[src/rtl/axis_arbiter.sv]
// Round-robin AXI4-Stream arbiter: merges N_PORTS slave streams onto one master,
// holding ownership for a whole packet (until the tlast beat transfers).
module axis_arbiter #(
  parameter int N_PORTS    = 4,
  parameter int DATA_WIDTH = 32,
  parameter int ID_WIDTH   = 4,
  parameter int DEST_WIDTH = 4,
  parameter int USER_WIDTH = 16
) (
  input  logic                              aclk,
  input  logic                              areset,
  input  logic [N_PORTS*DATA_WIDTH-1:0]     s_tdata,
  input  logic [N_PORTS*(DATA_WIDTH/8)-1:0] s_tstrb,
  input  logic [N_PORTS*(DATA_WIDTH/8)-1:0] s_tkeep,
  input  logic [N_PORTS*ID_WIDTH-1:0]       s_tid,
  input  logic [N_PORTS*DEST_WIDTH-1:0]     s_tdest,
  input  logic [N_PORTS*USER_WIDTH-1:0]     s_tuser,
  input  logic [N_PORTS-1:0]                s_tlast,
  input  logic [N_PORTS-1:0]                s_tvalid,
  output logic [N_PORTS-1:0]                s_tready,
  output logic [DATA_WIDTH-1:0]             m_tdata,
  output logic [DATA_WIDTH/8-1:0]           m_tstrb,
  output logic [DATA_WIDTH/8-1:0]           m_tkeep,
  output logic [ID_WIDTH-1:0]               m_tid,
  output logic [DEST_WIDTH-1:0]             m_tdest,
  output logic [USER_WIDTH-1:0]             m_tuser,
  output logic                              m_tlast,
  output logic                              m_tvalid,
  input  logic                              m_tready,
  output logic [$clog2(N_PORTS)-1:0]        grant,
  output logic                              grant_valid
);

  localparam int KW = DATA_WIDTH / 8;
  localparam int GW = $clog2(N_PORTS);

  typedef enum logic {IDLE, LOCKED} state_t;

  state_t        state, state_next;
  logic [GW-1:0] grant_q, grant_next;
  logic [GW-1:0] last_q, last_next;
  logic [GW-1:0] winner, cand;
  logic          sel_valid, sel_last, locked, xfer;

  // Walk candidates from farthest to nearest so the nearest valid port after
  // last_q is the final assignment.
  always_comb begin
    winner = grant_q;
    cand   = '0;
    for (int unsigned i = N_PORTS; i > 0; i--) begin
      cand = GW'((32'(last_q) + i) % N_PORTS);
      if (s_tvalid[cand]) winner = cand;
    end
  end

  always_comb begin
    m_tdata   = '0;
    m_tstrb   = '0;
    m_tkeep   = '0;
    m_tid     = '0;
    m_tdest   = '0;
    m_tuser   = '0;
    sel_last  = 1'b0;
    sel_valid = 1'b0;
    for (int unsigned p = 0; p < N_PORTS; p++) begin
      if (grant_q == GW'(p)) begin
        m_tdata   = s_tdata[p*DATA_WIDTH +: DATA_WIDTH];
        m_tstrb   = s_tstrb[p*KW +: KW];
        m_tkeep   = s_tkeep[p*KW +: KW];
        m_tid     = s_tid[p*ID_WIDTH +: ID_WIDTH];
        m_tdest   = s_tdest[p*DEST_WIDTH +: DEST_WIDTH];
        m_tuser   = s_tuser[p*USER_WIDTH +: USER_WIDTH];
        sel_last  = s_tlast[p];
        sel_valid = s_tvalid[p];
      end
    end
  end

  // Handshake outputs are gated by areset so they read idle for the whole reset
  // cycle, including the one where the state register still says LOCKED.
  assign locked      = (state == LOCKED) && !areset;
  assign xfer        = locked && sel_valid && m_tready;
  assign m_tlast     = sel_last;
  assign m_tvalid    = locked && sel_valid;
  assign grant_valid = locked;
  assign grant       = areset ? '0 : grant_q;

  always_comb begin
    s_tready = '0;
    if (locked) s_tready[grant_q] = m_tready;
  end

  always_comb begin
    state_next = state;
    grant_next = grant_q;
    last_next  = last_q;
    case (state)
      IDLE: begin
        if (|s_tvalid) begin
          grant_next = winner;
          state_next = LOCKED;
        end
      end
      LOCKED: begin
        if (xfer && sel_last) begin
          last_next  = grant_q;
          state_next = IDLE;
        end
      end
      default: state_next = IDLE;
    endcase
  end

  always_ff @(posedge aclk) begin
    if (areset) begin
      state   <= IDLE;
      grant_q <= '0;
      last_q  <= GW'(N_PORTS - 1);
    end else begin
      state   <= state_next;
      grant_q <= grant_next;
      last_q  <= last_next;
    end
  end

endmodule

[config.mk]
export PLATFORM = sky130hd
export DESIGN_NAME = axis_arbiter
export DESIGN_NICKNAME = d
export VERILOG_FILES = /design/src/rtl/axis_arbiter.sv
export SDC_FILE = /design/constraint.sdc
export NUM_CORES = 1
export LEC_CHECK = 0
export CAP_MARGIN = 0
export CORE_AREA = 2 2 132 134
export DETAILED_ROUTE_END_ITERATION = 12
export DIE_AREA = 0 0 134 136
export GPL_ROUTABILITY_DRIVEN = 0
export HOLD_SLACK_MARGIN = 0.06
export MAX_ROUTING_LAYER = met4
export PLACE_DENSITY = 0.52
export SLEW_MARGIN = 20
export SYNTH_ARGS = -nofsm -noshare
export SYNTH_HDL_FRONTEND = slang
export SYNTH_SLANG_ARGS = --single-unit
export TNS_END_PERCENT = 20
[constraint.sdc]
create_clock -name aclk -period 2.14 [get_ports aclk]
set_input_delay 0.321 -clock aclk [delete_from_list [all_inputs] [get_ports aclk]]
set_output_delay 0.321 -clock aclk [all_outputs]
set_load 0.05 [all_outputs]
=== Word-level counts from Yosys, hierarchy flattened ===
Index checks and enable logic that the tools add are counted.

* Flip-flop bits (word level): 5
* Latch bits: 0
* RAM bits: 0
* ROM bits: 0
* Input port bits: 267
* Output and inout port bits: 73
* Logic and storage cells: 80
* Memories: 0

* Add/subtract/negate cells: 4
* $mul: 0
* Div/mod/pow operators: 0
* Order comparisons: 6
* Eq/ne operators: 3
* Shift-type cells: 0
* Mux-type cells: 51
* Bitwise operators: 2
* Reductions and logical operators: 11

{| class="wikitable"
|+ Operator list
! operator !! number
|-
| $mux W32 || 4
|-
| $mux W4 || 17
|-
| $mux W16 || 4
|-
| $lt A2 B3 Y1 const B || 5
|-
| $mux W1 || 15
|-
| $mux W2 || 5
|-
| $bmux W1 S2 || 4
|-
| $logic_and A1 B1 Y1 || 5
|-
| $add A2 B1 Y2 const B || 2
|-
| $add A2 B2 Y2 const B || 2
|-
| $and A4 B4 Y4 || 1
|-
| $eq A2 B2 Y1 const B || 2
|-
| $reduce_bool A4 Y1 || 1
|-
| $reduce_or A4 Y1 || 1
|-
| $reduce_and A3 Y1 || 1
|-
| $demux W1 S2 || 1
|-
| $eq A2 B1 Y1 const B || 1
|-
| $ge A2 B1 Y1 const B || 1
|-
| $logic_not A2 Y1 || 1
|-
| $pmux W1 S2 || 1
|-
| $reduce_and A2 Y1 || 1
|-
| $logic_not A1 Y1 || 1
|-
| $not A1 Y1 || 1
|}

=== Depth between registers and ports, before layout ===
* Depth after elaboration: 10
* Mapped depth: 5
* Gate-level depth less buffers: 4

=== Worst setup path after synthesis ===
No wires, ideal clock.

* Path kind: register to output
* From: reg state
* To: out s_tready[0]
* Arrival: 2.630 ns
* Data required time: 1.819 ns
* Path slack: -0.811 ns
* Cell stages (with the launch flop): 4
* Buffers on the path: 0
* Cells stage by stage: dfxtp_1 > nor2b_1 > and2_1 > nor3b_1

* Cells in the longest elaborated chain, start to end: 2

{| class="wikitable"
|+ RTL lines
! what !! line !! text
|-
| start, declared || 39 || <nowiki>state_t state, state_next;</nowiki>
|-
| start signal, assigned || 120 || <nowiki>state <= state_next;</nowiki>
|-
| $logic_and A1 B1 Y1 || 81 || <nowiki>assign locked = (state == LOCKED) && !areset;</nowiki>
|-
| named net grant_valid || 31 || <nowiki>output logic grant_valid</nowiki>
|-
| $mux W4 || 90 || <nowiki>if (locked) s_tready[grant_q] = m_tready;</nowiki>
|-
| end, declared || 20 || <nowiki>output logic [N_PORTS-1:0] s_tready,</nowiki>
|}

The timed path passes the listed nets, and every way through them passes these cells.

=== Worst setup path in the final report ===
* From: reg grant_q[0]
* To: out m_tuser[4]

* Cells in the longest elaborated chain, start to end: 5
* Elaborated cells on any way between the ends: 8
* Classes of those cells: eq/ne (3); mux (4); reduce/logical (1)

{| class="wikitable"
|+ RTL lines
! what !! line !! text
|-
| start, declared || 40 || <nowiki>logic [GW-1:0] grant_q, grant_next;</nowiki>
|-
| start signal, assigned || 121 || <nowiki>grant_q <= grant_next;</nowiki>
|-
| $logic_not A2 Y1 || 66 || <nowiki>if (grant_q == GW'(p)) begin</nowiki>
|-
| $mux W16 (3 in a row) || 66 ||
|-
| $mux W16 * || 66 ||
|-
| end, declared || 26 || <nowiki>output logic [USER_WIDTH-1:0] m_tuser,</nowiki>
|}

Every way passes the cells marked *; elsewhere a longest branch is shown, timed or not.

==> summary.txt <==
Global routing
  • First-pass GRT wire length: 18200 µm
  • Gr ovfl total: 0
  • Number of global-route vias before repair: 2996
  • Initial antenna violation count: 0
  • Largest net degree at the start of global routing: 37
  • Total Routing Usage GR: 13.4%

Yosys
  • Cell with the most instances after synthesis: mux4_2
  • Cell Area, Synth: 1920 µm²
  • Synth Area in Compound Gates: 4.64%
  • Largest family of logic cells by synthesized area: multiplexers
  • Post-synthesis async set-or-reset flop share: 0%
  • Ranking of synthesized cells by area: mux4_2 (78%), dfxtp_1 (5.2%), buf_4 (2.4%), clkbuf_1 (1.4%), nor2b_1 (1.3%)
  • Post-Synth Adder-Cell Area: 0%
  • EDFF count, synth: 0
  • Yosys warns: 0
  • Syn_nets: 394
  • Post-synthesis xor/xnor area fraction: 0%
  • Yosys reg bits: 5
  • Largest area contributor in the synthesized netlist: mux4_2
  • Top FF cell, synth: dfxtp_1
  • Distinct cells, synth: 28
  • Synth cell count leaders: mux4_2 (66), clkbuf_1 (7), buf_4 (6), dfxtp_1 (5), nor2_1 (5)
  • Syn_area_per_cell: 15.1 µm²
  • Mux cell area share after synthesis: 77.6%
  • Cells after Synth: 127
  • Synth top area share: 77.6%
  • Post-synthesis simple-gate area fraction: 7.51%
  • Register area share after synthesis: 5.23%

Finish
  • Ratio of cells with drive above 1 in the final layout: 34.1%
  • # diodes: 0
  • Area growth syn-to-layout: 193%
  • Final Cell Area: 5620 µm²
  • Area occupied by multi-input gates: 1730 µm²
  • Final net count: 731
  • Filler cells: 1684
  • Register area: 108 µm²
  • Cell Count, Final, Fillers Out: 688

CTS
  • Setup bufs post-CTS: 0
  • CTS Buf Count: 3
  • Clock Sinks: 5
  • Clk Latency, worst-skew pair: 0.23 ns
  • Hold Buf Count CTS: 0
  • CTS Buffer Depth: 2
  • TritonCTS clock tree: built
  • Post-CTS sizing: 0
  • CTS Root Cell: clkbuf_16
  • Reg clk slew, reported paths: 0.03 ns
  • CTS HTree Levels: 1

STA
  • Final hold violations: 0
  • Worst setup margin: 0.125 ns
  • Relative slew slack: 68.5%
  • Achievable Freq: 496 MHz
  • Final setup fails: 0
  • Final Critical Period: 2.02 ns
  • RSZ-0062 raised after global routing: false
  • Tcrit/Tclk final: 94.2%
  • Clock skew: 0.00163 ns
  • Max Slew Vio Count: 0
  • Actual slew at the worst max-slew pin: 0.469 ns

Placement
  • DP Worst Slack: 0.151 ns
  • Buffers added on ports: 339
  • DP Area: 5540 µm²
  • DP Wirelength: 11200 µm
  • Cell count after placement: 684

Pwr
  • PwrDens: 407 nW/µm²
  • P_leak: 2.00 nW
  • Peak supply drop: 368 µV

Outcome
  • Status: completed

Floorplan
  • Die ar.: 18200 µm²
  • Die height: 136 µm
  • Initial Util: 11.4%
  • Die X: 134 µm
  • Row Count: 48
  • Core area: 16900 µm²
  • # IOs: 340

Worst setup path
  • Critical path type: reg -> out
  • CP endpoint kind: output port
  • Critical Path AT: 1.69 ns
  • Worst r2r src: grant_q[0]
  • Cells on worst reg2reg path: 5
  • Reg2reg setup slack: 0.38 ns
  • FF-to-FF End: last_q[0]
  • Max FO, Critical Path: 36
  • Worst setup SP type: register
  • WP data required: 1.82 ns

Hold path
  • HP Class: reg -> reg
  • WHS Endpoint: last_q[0]
  • Min-delay src: last_q[0]
  • Worst hold stages: 1

Route
  • Via density: 4.10
  • WL final: 12800 µm
  • Vias: 2819
  • Pre-Repair DR Iteration Count: 4
  • Violation count after the first detailed-routing iteration: 100
  • Antenna viol nets, final: 0
  • # DRC: 0
  • Avg WL per Cell: 18.6 µm

Flow run
  • MaxCap Viol Count: 0
state kept, by name, summed over array words and instances, names as in the netlist:
| register | cells |
|---|---|
| grant_q | 2 |
| last_q | 2 |
| state | 1 |
power breakdown:
part           switching (mW)  internal [mW]
Combinational           0.931          0.937
Clock                  0.0595          0.247
Sequential             0.0124         0.0996
Total                    1.00           1.28
final cells by class:
| type | instances | share of cell area, % |
|---|---|---|
| tap | 225 | 5.01 |
| timing repair buffer | 348 | 60.8 |
| multi-input combinational | 105 | 30.8 |
| sequential | 5 | 1.92 |
| inverter | 1 | 0.0668 |
| clock buffer | 4 | 1.40 |
stage by stage:
stage	hold WS [ns]	TNS, ns	total power [mW]	utilization (%)
floorplan	0.390	-0.0706	1.14	-
global placement	0.512	0	1.99	32.8
detailed placement	0.524	0	1.99	32.8
CTS	0.535	0	2.31	33.3
global route	0.566	0	2.38	33.3
finish	0.538	0	2.29	33.3
layer usage:
metal,share of wire (%),vias up,wire (µm),global-route usage [%]
met3,6.3,8,806,2.39
met2,55,134,7020,24.6
li1,-,1263,-,-
met1,38,1414,4910,15.9
met5,0,-,0,-
met4,0.59,0,76,1.06
cell usage in the layout (no fill, tap or decap), types with 2 or more instances in the layout:
cell	count
nor2b_1	3
dfxtp_4	2
nand2b_1	3
a21oi_1	3
dfxtp_1	3
nor2_1	4
clkdlybuf4s50_1	266
clkbuf_16	3
o21ai_0	3
nand2_1	4
buf_4	71
and2_1	2
buf_12	11
mux4_2	66
and3_1	2
cell families after synthesis:
group           Yosys count
mux                      66
compound gates           13
buf+inv                  17
simple gates             26
flops                     5
worst max path at each step:
stage	to	depth (start not counted)	from
4_1_cts	m_tstrb[2]	3	grant_q[0]
5_1_grt	m_tstrb[2]	3	grant_q[0]
3_3_place_gp	m_tvalid	4	s_tvalid[1]
6_report	m_tuser[4]	3	grant_q[0]
2_1_floorplan	s_tready[1]	4	state
3_5_place_dp	m_tvalid	4	s_tvalid[1]
critical path: stages, from the launching register on:
cell     delay, ns
dfxtp_4       0.37
buf_12        0.26
mux4_2        0.58
buf_4         0.21
Power figures use the tool's default switching activity.
